<file path="src/rtl/mult_cdb_buffer_if.sv">
// Bus between the multiplier pipeline / branch logic / CDB arbiter and the
// mult result buffer.
//   master : upstream side; drives multiplier results, branch recovery and
//            cdb_grant, observes the CDB request, issue throttle and count.
//   slave  : mult_cdb_buffer itself.
// Signals:
//   in_valid, in_product[63:0], in_dest_reg[5:0], in_NPC[63:0], in_bmask[3:0]
//   br_rec_en_1/2, br_marker_1/2[2:0], br_mispre_1/2
//   cdb_grant, cdb_req, cdb_product[63:0], cdb_dest_reg[5:0], cdb_NPC[63:0]
//   issue_block, count[PTR_W:0]
interface mult_cdb_buffer_if #(
    parameter int unsigned PTR_W = 3
);
    logic              in_valid;
    logic [63:0]       in_product;
    logic [5:0]        in_dest_reg;
    logic [63:0]       in_NPC;
    logic [3:0]        in_bmask;

    logic              br_rec_en_1;
    logic              br_rec_en_2;
    logic [2:0]        br_marker_1;
    logic [2:0]        br_marker_2;
    logic              br_mispre_1;
    logic              br_mispre_2;

    logic              cdb_grant;
    logic              cdb_req;
    logic [63:0]       cdb_product;
    logic [5:0]        cdb_dest_reg;
    logic [63:0]       cdb_NPC;

    logic              issue_block;
    logic [PTR_W:0]    count;

    modport master (
        output in_valid, in_product, in_dest_reg, in_NPC, in_bmask,
        output br_rec_en_1, br_rec_en_2, br_marker_1, br_marker_2,
        output br_mispre_1, br_mispre_2,
        output cdb_grant,
        input  cdb_req, cdb_product, cdb_dest_reg, cdb_NPC,
        input  issue_block, count
    );

    modport slave (
        input  in_valid, in_product, in_dest_reg, in_NPC, in_bmask,
        input  br_rec_en_1, br_rec_en_2, br_marker_1, br_marker_2,
        input  br_mispre_1, br_mispre_2,
        input  cdb_grant,
        output cdb_req, cdb_product, cdb_dest_reg, cdb_NPC,
        output issue_block, count
    );
endinterface

</file>
<file path="src/rtl/mult_cdb_buffer.sv">
// Result buffer behind the non-stallable 4-stage multiplier.
// Holds finished products (with dest_reg, NPC, bmask) in an in-order circular
// queue, offers the oldest live one to the CDB arbiter via req/grant, applies
// branch squash / bmask clear to every held entry, and throttles mult issue so
// every in-flight multiply always has a free slot.
// Ports:
//   clock  : system clock, posedge
//   reset  : synchronous, active-high
//   bus    : mult_cdb_buffer_if.slave (result in, branch recovery, CDB out,
//            issue_block, count)
// Optional feature: define MULT_BUF_BYPASS_EN to let a result arriving at an
// empty buffer drive the CDB request in the same cycle.
module mult_cdb_buffer #(
    parameter int unsigned DEPTH      = 8,
    parameter int unsigned PIPE_DEPTH = 4,
    parameter int unsigned PTR_W      = 3
) (
    input  logic             clock,
    input  logic             reset,
    mult_cdb_buffer_if.slave bus
);

    localparam logic [PTR_W:0] FULL_CNT = (PTR_W+1)'(DEPTH);
    localparam logic [PTR_W:0] BLOCK_AT = (PTR_W+1)'(DEPTH - PIPE_DEPTH);

    logic [PTR_W-1:0] head_q;
    logic [PTR_W-1:0] tail_q;
    logic [PTR_W:0]   count_q;

    logic             live_q    [DEPTH];
    logic [3:0]       bmask_q   [DEPTH];
    logic [63:0]      product_q [DEPTH];
    logic [5:0]       dest_q    [DEPTH];
    logic [63:0]      npc_q     [DEPTH];

    logic [3:0] kill_vec;
    logic [3:0] clear_vec;
    logic       nonempty;
    logic       head_kill;
    logic       head_req;
    logic       head_dead;
    logic       in_kill;
    logic       bypass;
    logic       pop;
    logic       push;

    // Branch recovery as bit vectors: Kill(m) = |(m & kill_vec),
    // cleared mask = m & ~clear_vec. Markers 4..7 match nothing.
    always_comb begin
        kill_vec  = '0;
        clear_vec = '0;
        if (bus.br_rec_en_1 && !bus.br_marker_1[2]) begin
            clear_vec[bus.br_marker_1[1:0]] = 1'b1;
            if (bus.br_mispre_1)
                kill_vec[bus.br_marker_1[1:0]] = 1'b1;
        end
        if (bus.br_rec_en_2 && !bus.br_marker_2[2]) begin
            clear_vec[bus.br_marker_2[1:0]] = 1'b1;
            if (bus.br_mispre_2)
                kill_vec[bus.br_marker_2[1:0]] = 1'b1;
        end
    end

    assign nonempty  = (count_q != '0);
    assign head_kill = |(bmask_q[head_q] & kill_vec);
    assign head_req  = nonempty & live_q[head_q] & ~head_kill;
    assign head_dead = nonempty & (~live_q[head_q] | head_kill);
    assign in_kill   = |(bus.in_bmask & kill_vec);

`ifdef MULT_BUF_BYPASS_EN
    assign bypass = ~nonempty & bus.in_valid & ~in_kill;
`else
    assign bypass = 1'b0;
`endif

    // Dead heads leave without a request; a granted bypass is never stored.
    assign pop  = (head_req & bus.cdb_grant) | head_dead;
    assign push = bus.in_valid & ~(bypass & bus.cdb_grant) & ((count_q != FULL_CNT) | pop);

    always_comb begin
        bus.cdb_req      = 1'b0;
        bus.cdb_product  = '0;
        bus.cdb_dest_reg = '0;
        bus.cdb_NPC      = '0;
        if (head_req) begin
            bus.cdb_req      = 1'b1;
            bus.cdb_product  = product_q[head_q];
            bus.cdb_dest_reg = dest_q[head_q];
            bus.cdb_NPC      = npc_q[head_q];
        end else if (bypass) begin
            bus.cdb_req      = 1'b1;
            bus.cdb_product  = bus.in_product;
            bus.cdb_dest_reg = bus.in_dest_reg;
            bus.cdb_NPC      = bus.in_NPC;
        end
    end

    assign bus.issue_block = (count_q >= BLOCK_AT);
    assign bus.count       = count_q;

    always_ff @(posedge clock) begin
        if (reset) begin
            head_q  <= '0;
            tail_q  <= '0;
            count_q <= '0;
            for (int unsigned i = 0; i < DEPTH; i++) begin
                live_q[i]  <= 1'b0;
                bmask_q[i] <= '0;
            end
        end else begin
            // Squash is latched into live so a later clear of the same bit
            // cannot resurrect an entry that was killed away from the head.
            for (int unsigned i = 0; i < DEPTH; i++) begin
                live_q[i]  <= live_q[i] & ~(|(bmask_q[i] & kill_vec));
                bmask_q[i] <= bmask_q[i] & ~clear_vec;
            end
            if (push) begin
                live_q[tail_q]    <= ~in_kill;
                bmask_q[tail_q]   <= bus.in_bmask & ~clear_vec;
                product_q[tail_q] <= bus.in_product;
                dest_q[tail_q]    <= bus.in_dest_reg;
                npc_q[tail_q]     <= bus.in_NPC;
                tail_q            <= tail_q + 1'b1;
            end
            if (pop)
                head_q <= head_q + 1'b1;
            case ({push, pop})
                2'b10:   count_q <= count_q + 1'b1;
                2'b01:   count_q <= count_q - 1'b1;
                default: count_q <= count_q;
            endcase
        end
    end

`ifndef SYNTHESIS
    // Upstream cannot stall, so a push into a full buffer loses a result.
    always_ff @(posedge clock) begin
        assert (reset || !(bus.in_valid && (count_q == FULL_CNT) && !pop))
            else $error("mult_cdb_buffer: overflow, incoming result dropped");
    end
`endif

endmodule

</file>
<file path="src/flat_wrapper.sv">
// flat-port wrapper written by rule: the top's interface ports become plain ports
module mult_cdb_buffer_flat 
#(
    parameter int unsigned DEPTH      = 8,
    parameter int unsigned PIPE_DEPTH = 4,
    parameter int unsigned PTR_W      = 3
)
  (clock, reset, bus_in_valid, bus_in_product, bus_in_dest_reg, bus_in_NPC, bus_in_bmask, bus_br_rec_en_1, bus_br_rec_en_2, bus_br_marker_1, bus_br_marker_2, bus_br_mispre_1, bus_br_mispre_2, bus_cdb_grant, bus_cdb_req, bus_cdb_product, bus_cdb_dest_reg, bus_cdb_NPC, bus_issue_block, bus_count);
  mult_cdb_buffer_if #(.PTR_W(PTR_W)) bus_i ();
  input  logic clock;
  input  logic reset;
  input wire logic [$bits(bus_i.in_valid)-1:0] bus_in_valid;
  input wire logic [$bits(bus_i.in_product)-1:0] bus_in_product;
  input wire logic [$bits(bus_i.in_dest_reg)-1:0] bus_in_dest_reg;
  input wire logic [$bits(bus_i.in_NPC)-1:0] bus_in_NPC;
  input wire logic [$bits(bus_i.in_bmask)-1:0] bus_in_bmask;
  input wire logic [$bits(bus_i.br_rec_en_1)-1:0] bus_br_rec_en_1;
  input wire logic [$bits(bus_i.br_rec_en_2)-1:0] bus_br_rec_en_2;
  input wire logic [$bits(bus_i.br_marker_1)-1:0] bus_br_marker_1;
  input wire logic [$bits(bus_i.br_marker_2)-1:0] bus_br_marker_2;
  input wire logic [$bits(bus_i.br_mispre_1)-1:0] bus_br_mispre_1;
  input wire logic [$bits(bus_i.br_mispre_2)-1:0] bus_br_mispre_2;
  input wire logic [$bits(bus_i.cdb_grant)-1:0] bus_cdb_grant;
  output wire logic [$bits(bus_i.cdb_req)-1:0] bus_cdb_req;
  output wire logic [$bits(bus_i.cdb_product)-1:0] bus_cdb_product;
  output wire logic [$bits(bus_i.cdb_dest_reg)-1:0] bus_cdb_dest_reg;
  output wire logic [$bits(bus_i.cdb_NPC)-1:0] bus_cdb_NPC;
  output wire logic [$bits(bus_i.issue_block)-1:0] bus_issue_block;
  output wire logic [$bits(bus_i.count)-1:0] bus_count;
  assign bus_i.in_valid = bus_in_valid;
  assign bus_i.in_product = bus_in_product;
  assign bus_i.in_dest_reg = bus_in_dest_reg;
  assign bus_i.in_NPC = bus_in_NPC;
  assign bus_i.in_bmask = bus_in_bmask;
  assign bus_i.br_rec_en_1 = bus_br_rec_en_1;
  assign bus_i.br_rec_en_2 = bus_br_rec_en_2;
  assign bus_i.br_marker_1 = bus_br_marker_1;
  assign bus_i.br_marker_2 = bus_br_marker_2;
  assign bus_i.br_mispre_1 = bus_br_mispre_1;
  assign bus_i.br_mispre_2 = bus_br_mispre_2;
  assign bus_i.cdb_grant = bus_cdb_grant;
  assign bus_cdb_req = bus_i.cdb_req;
  assign bus_cdb_product = bus_i.cdb_product;
  assign bus_cdb_dest_reg = bus_i.cdb_dest_reg;
  assign bus_cdb_NPC = bus_i.cdb_NPC;
  assign bus_issue_block = bus_i.issue_block;
  assign bus_count = bus_i.count;
  mult_cdb_buffer #(.DEPTH(DEPTH), .PIPE_DEPTH(PIPE_DEPTH), .PTR_W(PTR_W)) u_core (.clock(clock), .reset(reset), .bus(bus_i));
endmodule
</file>
<file path="config.mk">
export PLATFORM = sky130hd
export DESIGN_NAME = mult_cdb_buffer_flat
export DESIGN_NICKNAME = d
export VERILOG_FILES = /design/src/rtl/mult_cdb_buffer_if.sv /design/src/rtl/mult_cdb_buffer.sv /design/src/flat_wrapper.sv
export SDC_FILE = /design/constraint.sdc
export NUM_CORES = 1
export LEC_CHECK = 0
export ABC_CLOCK_PERIOD_IN_PS = 6550
export CAP_MARGIN = 15
export CORE_MARGIN = 2
export CORE_UTILIZATION = 25
export CTS_CLUSTER_SIZE = 24
export DETAILED_ROUTE_END_ITERATION = 10
export GPL_ROUTABILITY_DRIVEN = 0
export SLEW_MARGIN = 20
export SYNTH_ARGS = -nofsm -noshare
export SYNTH_HDL_FRONTEND = slang
export SYNTH_SLANG_ARGS = --single-unit
</file>
<file path="constraint.sdc">
create_clock -name clock -period 6.55 [get_ports clock]
set_clock_uncertainty 0.15 [all_clocks]
set_input_delay 0.655 -clock clock [delete_from_list [all_inputs] [get_ports clock]]
set_output_delay 0.655 -clock clock [all_outputs]
set_load 0.05 [all_outputs]
</file>
# --- After elaboration in Yosys (flattened, before gate mapping) ---
# Memory sizes are Yosys's and may differ from the RTL's. A register that Yosys moved wholly into a read port is not among the register bits.
# Cells that the tools add are included.
totals:
  regBits: 10
  mem_bits_rw: 1112
  in_bits: 152
  elab_cells: 150
  mem_count: 5
mem_list:
  columns: ["memory", "depth", "width", "rd", "rd_ports_with_merged_regs", "wr", "line", "rtl"]
  rows:
  - ["u_core.npc_q", 8, 64, 1, 1, 1, "mult_cdb_buffer.sv:34", "logic [63:0] npc_q [DEPTH];"]
  - ["u_core.product_q", 8, 64, 1, 1, 1, "mult_cdb_buffer.sv:32", "logic [63:0] product_q [DEPTH];"]
  - ["u_core.dest_q", 8, 6, 1, 1, 1, "mult_cdb_buffer.sv:33", "logic [5:0] dest_q [DEPTH];"]
  - ["u_core.bmask_q", 8, 4, 9, 1, 9, "mult_cdb_buffer.sv:31", "logic [3:0] bmask_q [DEPTH];"]
  - ["u_core.live_q", 8, 1, 9, 1, 9, "mult_cdb_buffer.sv:30", "logic live_q [DEPTH];"]
classes:
  add_sub_neg: 4
  order_cmp: 5
  n_eq_ne: 3
  mux: 47
  bitwise_logic: 65
  reduce_logical: 18
op_table:
  columns: ["operator", "n"]
  rows:
  - ["64-bit 2-to-1 mux", 2]
  - ["4-bit AND", 19]
  - ["4-bit 2-to-1 mux", 14]
  - ["4-bit OR reduction", 10]
  - ["3-bit 2-to-1 mux", 10]
  - ["1-bit OR", 19]
  - ["1-bit 2-to-1 mux", 17]
  - ["1-bit AND", 13]
  - ["1-bit inverter", 11]
  - ["4-bit OR", 2]
  - ["4-bit one-hot mux with 2 select lines", 1]
  - ["3-bit by 1-bit adder with 3-bit output, second input constant", 2]
  - ["2-bit by 3-bit < comparator with 1-bit output, second input constant", 2]
  - ["6-bit 2-to-1 mux", 1]
  - ["4-bit by 1-bit adder with 4-bit output, second input constant", 1]
  - ["1-bit demux with 2-bit select", 2]
  - ["2-bit by 1-bit >= comparator with 1-bit output, second input constant", 2]
  - ["4-bit by 3-bit >= comparator with 1-bit output, second input constant", 1]
  - ["1-bit logical AND", 4]
  - ["4-bit inequality test, second input constant", 1]
  - ["4-bit inverter", 1]
  - ["4-bit nonzero test", 1]
  - ["4-bit by 1-bit subtractor with 4-bit output, second input constant", 1]
  - ["2-bit by 1-bit equality test with 1-bit output, second input constant", 1]
  - ["other kinds (3)", 4]

# --- Logic depth before layout (Yosys ltp) ---
# Gate-level depths: netlist of the first run.
depth:
  word_depth: 20
  ltp_mapped: 15
  ltp_nobuf: 13

# --- Worst setup path before layout of the first run ---
# No wires, ideal clock.
synth_timing:
  path_type: "in2reg"
  start: "input bus_br_marker_1[0]"
  end: "memory u_core.dest_q[2][0], enable pin"
  setup_ns: 0.487
  arrival_ns: 5.060
  required_time_ns: 5.913
  setup_slack_ns: 0.854
  stages: 6
  path_buffers: 0
  path_cell_list: "or3b_2 o22ai_1 a32oi_2 a31oi_1 nand2_1 inv_1"
synth_via:
  elab_chain_len: 20
synth_lines:
  columns: ["item", "line", "rtl"]
  rows:
  - ["start: declaration", "flat_wrapper.sv:19", "input wire logic [$bits(bus_i.br_marker_1)-1:0] bus_br_marker_1;"]
  - ["2-bit by 3-bit < comparator with 1-bit output (implied by the code) or 2-bit by 1-bit >= comparator with 1-bit output (tied branches)", "mult_cdb_buffer.sv:55", "kill_vec[bus.br_marker_1[1:0]] = 1'b1;"]
  - ["1-bit logical AND (implied by the code)", "mult_cdb_buffer.sv:55", null]
  - ["1-bit 2-to-1 mux (implied by the code)", "mult_cdb_buffer.sv:55", null]
  - ["1-bit demux with 2-bit select *", null, null]
  - ["4-bit 2-to-1 mux *", "mult_cdb_buffer.sv:54", "if (bus.br_mispre_1)"]
  - ["4-bit 2-to-1 mux *", "mult_cdb_buffer.sv:52", "if (bus.br_rec_en_1 && !bus.br_marker_1[2]) begin"]
  - ["4-bit OR (no source line)", null, null]
  - ["4-bit 2-to-1 mux", "mult_cdb_buffer.sv:59", "if (bus.br_mispre_2)"]
  - ["[4 not listed]", null, null]
  - ["1-bit AND", "mult_cdb_buffer.sv:66", "assign head_req = nonempty & live_q[head_q] & ~head_kill;"]
  - ["1-bit AND", "mult_cdb_buffer.sv:77", "assign pop = (head_req & bus.cdb_grant) | head_dead;"]
  - ["1-bit OR *", "mult_cdb_buffer.sv:77", null]
  - ["1-bit OR *", "mult_cdb_buffer.sv:78", "assign push = bus.in_valid & ~(bypass & bus.cdb_grant) & ((count_q != FULL_CNT) | pop);"]
  - ["1-bit AND *", "mult_cdb_buffer.sv:78", null]
  - ["1-bit 2-to-1 mux *", "mult_cdb_buffer.sv:117", "if (push) begin"]
  - ["1-bit 2-to-1 mux *", "mult_cdb_buffer.sv:102", "if (reset) begin"]
  - ["1-bit 2-to-1 mux (implied by the code) *", "mult_cdb_buffer.sv:121", "dest_q[tail_q] <= bus.in_dest_reg;"]
  - ["end: declaration", "mult_cdb_buffer.sv:33", null]
# Every way passes the cells marked *; elsewhere a longest branch is shown, timed or not.

==> impl_metrics.tcl, run 1 <==
set metrics [dict create \
    hold_viol 0 \
    rows 153 \
    outcome "finished, final reports clean" \
    dieArea_sq_um 178000 \
    design_area_sq_um 53700 \
    cts_tree "done" \
    cp_max_fo 40 \
    total_power_mw 18.7 \
    slowest_delay_ns 0.82 \
    holdCritStartpoint "u_core.bmask_q[7][3]$_DFF_P_" \
    cellPowerDensity_nw_per_um2 348 \
    asyncSetResetFlopFracSynth_pct 0 \
    crit_required_ns 5.74 \
    period_share_pct 84.2 \
    post_cts_buffers 0 \
    netlist_top_cells_area "edfxtp_1 74%, mux4_2 14%, mux2i_1 4.2%, dfxtp_1 2.4%, nor2_4 1.3%" \
    dieWidth_um 422 \
    synth_most_common_cell "edfxtp_1" \
    crit_chain "mux2_2 > mux4_2 > a32oi_2 > nand2_1 > or3b_4 > buf_12 > buf_12 > nor2_1 > clkdlybuf4s50_1" \
    setup_ws_ns 1.04 \
    crit_buf_inv 3 \
    worstPathArrival_ns 4.71 \
    grt_start_max_net_pins 103 \
    ir_drop_mv 0.272 \
    viasPerCell 4.23 \
    synth-seq-cells 1125 \
    hold_path_end "u_core.bmask_q[7][3]$_DFF_P_" \
    layout-drive-gt1-share_pct 23.6 \
    ys.flop_type "edfxtp_1" \
    cap_viol_max_count 0 \
    placed_area_sq_um 49900 \
    grt_pass1_wl_mm 146 \
    post-route-drc-count 0 \
    finalCriticalPeriod_ns 5.51 \
    cts_htree_levels 3 \
    clkTransAtPathRegs_ns 0.06 \
    synth_warnings 0 \
    grt_usage_pct 11.1 \
    yosysSeqAreaShare_pct 76.0 \
    cts_resized 0 \
    area_delta_synth_final_pct 22.7 \
    critical-path-slowest-cell "clkdlybuf4s50_1" \
    hpwl_mm 59.4 \
    die_h_um 422 \
    cts_buffer_depth 3 \
    max_slew_margin_pct 29.0 \
    final_util_pct 30.9 \
    synth_top_area_cell "edfxtp_1" \
    dr.first_iter.drc_count 1423 \
    cp_common_cell "buf_12" \
    finalNonFillerCells 4805 \
    synth_common_cells "1,072 x edfxtp_1, 274 x mux4_2, 183 x mux2i_1" \
    fmax_ghz 0.181 \
    antenna_found_initial 12 \
    wire_per_inst_um 20.9 \
    holdPathStages 2 \
    cts_sinks 1125 \
    p_leak_nw 16.3 \
    hold_ws_ns 0.333 \
    ios 292 \
    cts_buffers 117 \
    postRouteAntennaNets 0 \
    r2r_end "u_core.product_q[2][43]$_DFFE_PP_" \
    syn_area_sq_um 43800 \
    firstDrtPassIters 5 \
    coreArea_sq_um 174000 \
    reg2reg_depth 8 \
    worst-setup-path-type "reg2out" \
    syn-num-nets 2157 \
    wl_mm 101 \
    cts_hold_buf 0 \
    synth_cell_types 45 \
    grt_pass1_vias 21600 \
    synth_top_area_share_pct 73.6 \
    final-setup-viol-count 0 \
    fin_tns_setup_ns 0 \
    dp_cells 4579 \
    syn_area_per_cell_sq_um 21.9 \
    synth_edf_count 1072 \
    io_buffers 291 \
    maxSlewViolCount 0 \
    r2r_slack_ns 2.28 \
    rsz0062_at_grt "false" \
    grt_overflow 0 \
    syn-instance-count 1999 \
    worst_slew_pin_slew_ns 1.06 \
    cp-start-kind "flip-flop" \
    worst_setup_path_end_kind "output port" \
    final_nets 2531 \
    cts_root_buf "clkbuf_16" \
    crit_family "buffers and inverters" \
    hold_class "reg2reg" \
    post-place-ws_ns 1.70 \
    num_vias 20300 \
    clock_latency_ns 0.73 \
    start_util_pct 25.2 \
]
==> state kept, by name, indices dropped and copies added (netlist names), named ones only <==
register / flops
u_core.head_q: 3
u_core.live_q: 8
u_core.tail_q: 3
u_core.dest_q: 48
u_core.npc_q: 512
u_core.bmask_q: 32
u_core.product_q: 512
u_core.bus.count: 4
==> layout by cell type (no fill, tap or decap), types with 4 or more instances in the layout <==
cell             instances
bufinv_16                9
mux2i_1                183
nor2b_1                  6
nor3b_1                  4
edfxtp_1              1072
nor2_1                  99
a31oi_1                  5
clkdlybuf4s50_1        291
o22ai_1                  4
clkbuf_1                24
a21oi_1                  4
nand3b_1                 5
nand2b_1                10
buf_4                   35
clkinv_1                19
diode_2                  8
nand2_1                 58
ha_1                     5
a22oi_1                  5
mux4_2                 274
clkinv_2                24
inv_6                   15
clkinvlp_4               6
mux2_2                   6
inv_1                    8
a222oi_1                 8
buf_12                  27
nand4b_1                 8
clkbuf_16              118
nor2_4                  49
dfxtp_1                 50
==> worst register-to-register path, delay by kind of cell, from the launching register on <==
kind / cells / cell delay (ns)
AOI/OAI and AO/OA: 3 / 0.80
buffers and inverters: 3 / 1.57
DFF: 1 / 0.75
and+or+nand+nor: 2 / 0.65
==> kinds of logic (layout without fill, tap and decap cells) <==
kind of cell | count (synthesis) | after routing | share of synthesized area (%)
flip-flops | 1125 | 1125 | 76.0
multiplexers | 465 | 465 | 18.5
AND/OR/NAND/NOR | 251 | 251 | 3.34
buffers and inverters | 114 | 587 | 1.28
AO/OA/AOI/OAI | 34 | 34 | 0.618
adder cells (fa/ha/maj) | 6 | 6 | 0.189
XOR/XNOR | 4 | 4 | 0.0801
other | 0 | 8 | 0
==> layout make-up <==
cell class,instances,area (sq um)
fill,16800,120000
sequential,1125,33300
multi-input combinational,760,9950
timing repair buffer,353,3720
clock buffer,142,3040
tap,2325,2910
clock inverter,76,701
inverter,16,100
antenna,8,20.0
==> worst max-delay path by stage <==
stage / startpoint / depth (start not counted) / to
finish: flip-flop / 9 / bus_cdb_NPC[37]
global route: flip-flop / 9 / bus_cdb_NPC[46]
floorplan: bus_br_marker_1[0] / 6 / u_core.dest_q[2][0]$_DFFE_PP_
CTS: flip-flop / 9 / bus_cdb_NPC[37]
detailed placement: bus_br_marker_2[0] / 11 / bus_cdb_NPC[37]
global placement: bus_br_marker_2[0] / 11 / bus_cdb_NPC[35]
==> metal layers <==
layer  global-route usage (%)  vias up  part of all wire (%)
met4                     4.34        2                   2.8
met2                     19.6      356                    53
met5                        0        -                 0.013
li1                         -     9046                     -
met1                     13.3    10800                    41
met3                     2.09      139                   3.5
==> report_power, final <==
| part | switching (mW) | internal (mW) | leakage (nW) |
|---|---|---|---|
| Combinational | 2.36 | 1.69 | 4.33 |
| Sequential | 0.150 | 8.02 | 10.1 |
| Clock | 2.79 | 3.68 | 1.82 |
| Total | 5.30 | 13.4 | 16.3 |
No activity file was read; power rests on OpenSTA's default activity.
==> run 2: changes to the inputs <==
--- a/config.mk
+++ b/config.mk
@@ -5,7 +5,7 @@
 export SDC_FILE = /design/constraint.sdc
 export NUM_CORES = 1
 export LEC_CHECK = 0
-export ABC_CLOCK_PERIOD_IN_PS = 6550
+export ABC_CLOCK_PERIOD_IN_PS = 4900
 export CAP_MARGIN = 15
 export CORE_MARGIN = 2
 export CORE_UTILIZATION = 25
==> constraint.sdc (replaced) <==
create_clock -name clock -period 4.9 [get_ports clock]
set_clock_uncertainty 0.15 [all_clocks]
set_input_delay 0.49 -clock clock [delete_from_list [all_inputs] [get_ports clock]]
set_output_delay 0.49 -clock clock [all_outputs]
set_load 0.05 [all_outputs]
==> run 2 against run 1 <==
  * Power grew 35%
  * Register-to-register slack worse by 1.1 ns
  * Hold slack got worse by 0.016 ns
  * Cell area grew 0.82%
  * Largest power group unchanged
==> impl_metrics.tcl, run 2 (synthesis results as in run 1) <==
set metrics [dict create \
    cts_root_buf "clkbuf_16" \
    cp_max_fo 28 \
    wire_per_inst_um 20.9 \
    wl_mm 101 \
    ir_drop_mv 0.313 \
    p_int_mw 18.1 \
    p_clk_share_pct 35.0 \
    dp_cells 4604 \
    start_util_pct 25.2 \
    nFillCells 16800 \
    hold_ws_ns 0.317 \
    cts_sinks 1125 \
    grt_pass1_vias 21500 \
    fin_tns_setup_ns 0 \
    clock_latency_ns 0.74 \
    worst_setup_path_end_kind "output port" \
    cellPowerDensity_nw_per_um2 465 \
    ios 292 \
    dieWidth_um 422 \
    max_slew_margin_pct 28.0 \
    final_cell_mix "1,072 x edfxtp_1, 274 x mux4_2, 183 x mux2i_1" \
    hold_class "in2reg" \
    finalCriticalPeriod_ns 4.73 \
    final-setup-viol-count 0 \
    cts_buffers 118 \
    rsz0062_at_grt "false" \
    crit_required_ns 4.26 \
    setup_ws_ns 0.166 \
    grt_start_max_net_pins 127 \
    cts_htree_levels 3 \
    maxSlewViolCount 0 \
    outcome "finished, final reports clean" \
    power_frac_comb_pct 22.1 \
    num_vias 20600 \
    viasPerCell 4.27 \
    post-route-drc-count 0 \
    area_delta_synth_final_pct 23.7 \
    worst_slew_pin_slew_ns 1.08 \
    io_buffers 291 \
    layout-drive-gt1-share_pct 29.1 \
    worst-setup-path-type "reg2out" \
    grt_pass1_wl_mm 147 \
    firstDrtPassIters 7 \
    grt_usage_pct 11.1 \
    cp-start-kind "flip-flop" \
    cap_viol_max_count 0 \
    postRouteAntennaNets 0 \
    clkTransAtPathRegs_ns 0.06 \
    finalNonFillerCells 4831 \
    coreArea_sq_um 174000 \
    cts_hold_buf 0 \
    dr.first_iter.drc_count 1450 \
    total_power_mw 25.2 \
    grt_overflow 0 \
    cts_tree "done" \
    dieArea_sq_um 178000 \
    cts_buffer_depth 3 \
    rows 153 \
    hpwl_mm 59.8 \
    hold_viol 0 \
    top_regs "u_core.npc_q x512, u_core.product_q x512, u_core.dest_q x48" \
    power.share.switching_pct 28.1 \
    final_nets 2562 \
    fmax_ghz 0.211 \
    p_leak_nw 16.8 \
    seqPwrFrac_pct 43.0 \
    worstPathArrival_ns 4.09 \
    antenna_found_initial 10 \
    post-place-ws_ns 0.711 \
    period_share_pct 96.6 \
    final_common_cell "edfxtp_1" \
    die_h_um 422 \
    p_sw_mw 7.07 \
]
==> run 2: cell type report <==
type / count / area, sq um / area share [%]
Sequential cell: 1125 / 33300 / 61.4
Tap cell: 2325 / 2910 / 5.37
Multi-Input combinational cell: 760 / 9950 / 18.4
Clock inverter: 67 / 719 / 1.33
Antenna cell: 4 / 10.0 / 0.0185
Inverter: 16 / 90.1 / 0.166
Clock buffer: 151 / 3120 / 5.76
Timing Repair Buffer: 383 / 4070 / 7.53
==> run 2: path summary, 6_finish.rpt <==
kind	slack, ns	end	from	cells after the start
setup / recovery	0.17	bus_cdb_NPC[33]	flip-flop	9
hold / removal	0.32	u_core.product_q[1][15]$_DFFE_PP_	bus_in_product[15]	1
setup reg to reg	1.18	u_core.bus.count[3]$_SDFFE_PP0P_	flip-flop	12
hold reg to reg	0.33	u_core.bmask_q[3][2]$_DFF_P_	u_core.bmask_q[3][2]$_DFF_P_	2
==> run 2: stage by stage <==
| stage | area (sq um) | utilization [%] |
|---|---|---|
| 4_1_cts | 54100 | 31.1 |
| 5_1_grt | 54100 | 31.1 |
| 2_1_floorplan | 43800 | - |
| 3_3_place_gp | 50200 | 28.9 |
| 6_report | 54100 | 31.1 |
| 3_5_place_dp | 50300 | 28.9 |
==> run 2: repair_timing <==
action / 4_1_cts / 5_1_grt
setup endpoints to repair: 15 / 0
gates resized for setup: 8 / 0
buffers inserted: 5 / 0
==> run 2: worst max-delay path, cell delays in order, from the launching register on <==
cell and delay (ns):
dfxtp_4 0.44, mux2_2 0.35, mux4_2 0.49, a32oi_2 0.32, nand2_1 0.13, or3b_4 0.61, buf_12 0.28, buf_12 0.24
nor2_1 0.15, buf_4 0.22
==> run 2: power by group through the flow <==
stage	sequential (mW)	clock [mW]	combinational (mW)
finish	10.8	8.81	5.56
global route	10.8	9.44	5.93
CTS	10.8	9.06	5.75
detailed placement	11.1	0	5.69
global placement	11.0	0	5.69
floorplan	11.0	0	3.94
==> run 2: per-layer routing <==
metal	global-route usage [%]	vias up	wire, um
li1	-	9087	-
met2	20.0	390	53800
met3	2.00	141	3700
met1	13.4	11000	41000
met5	0	-	28
met4	3.30	4	2200
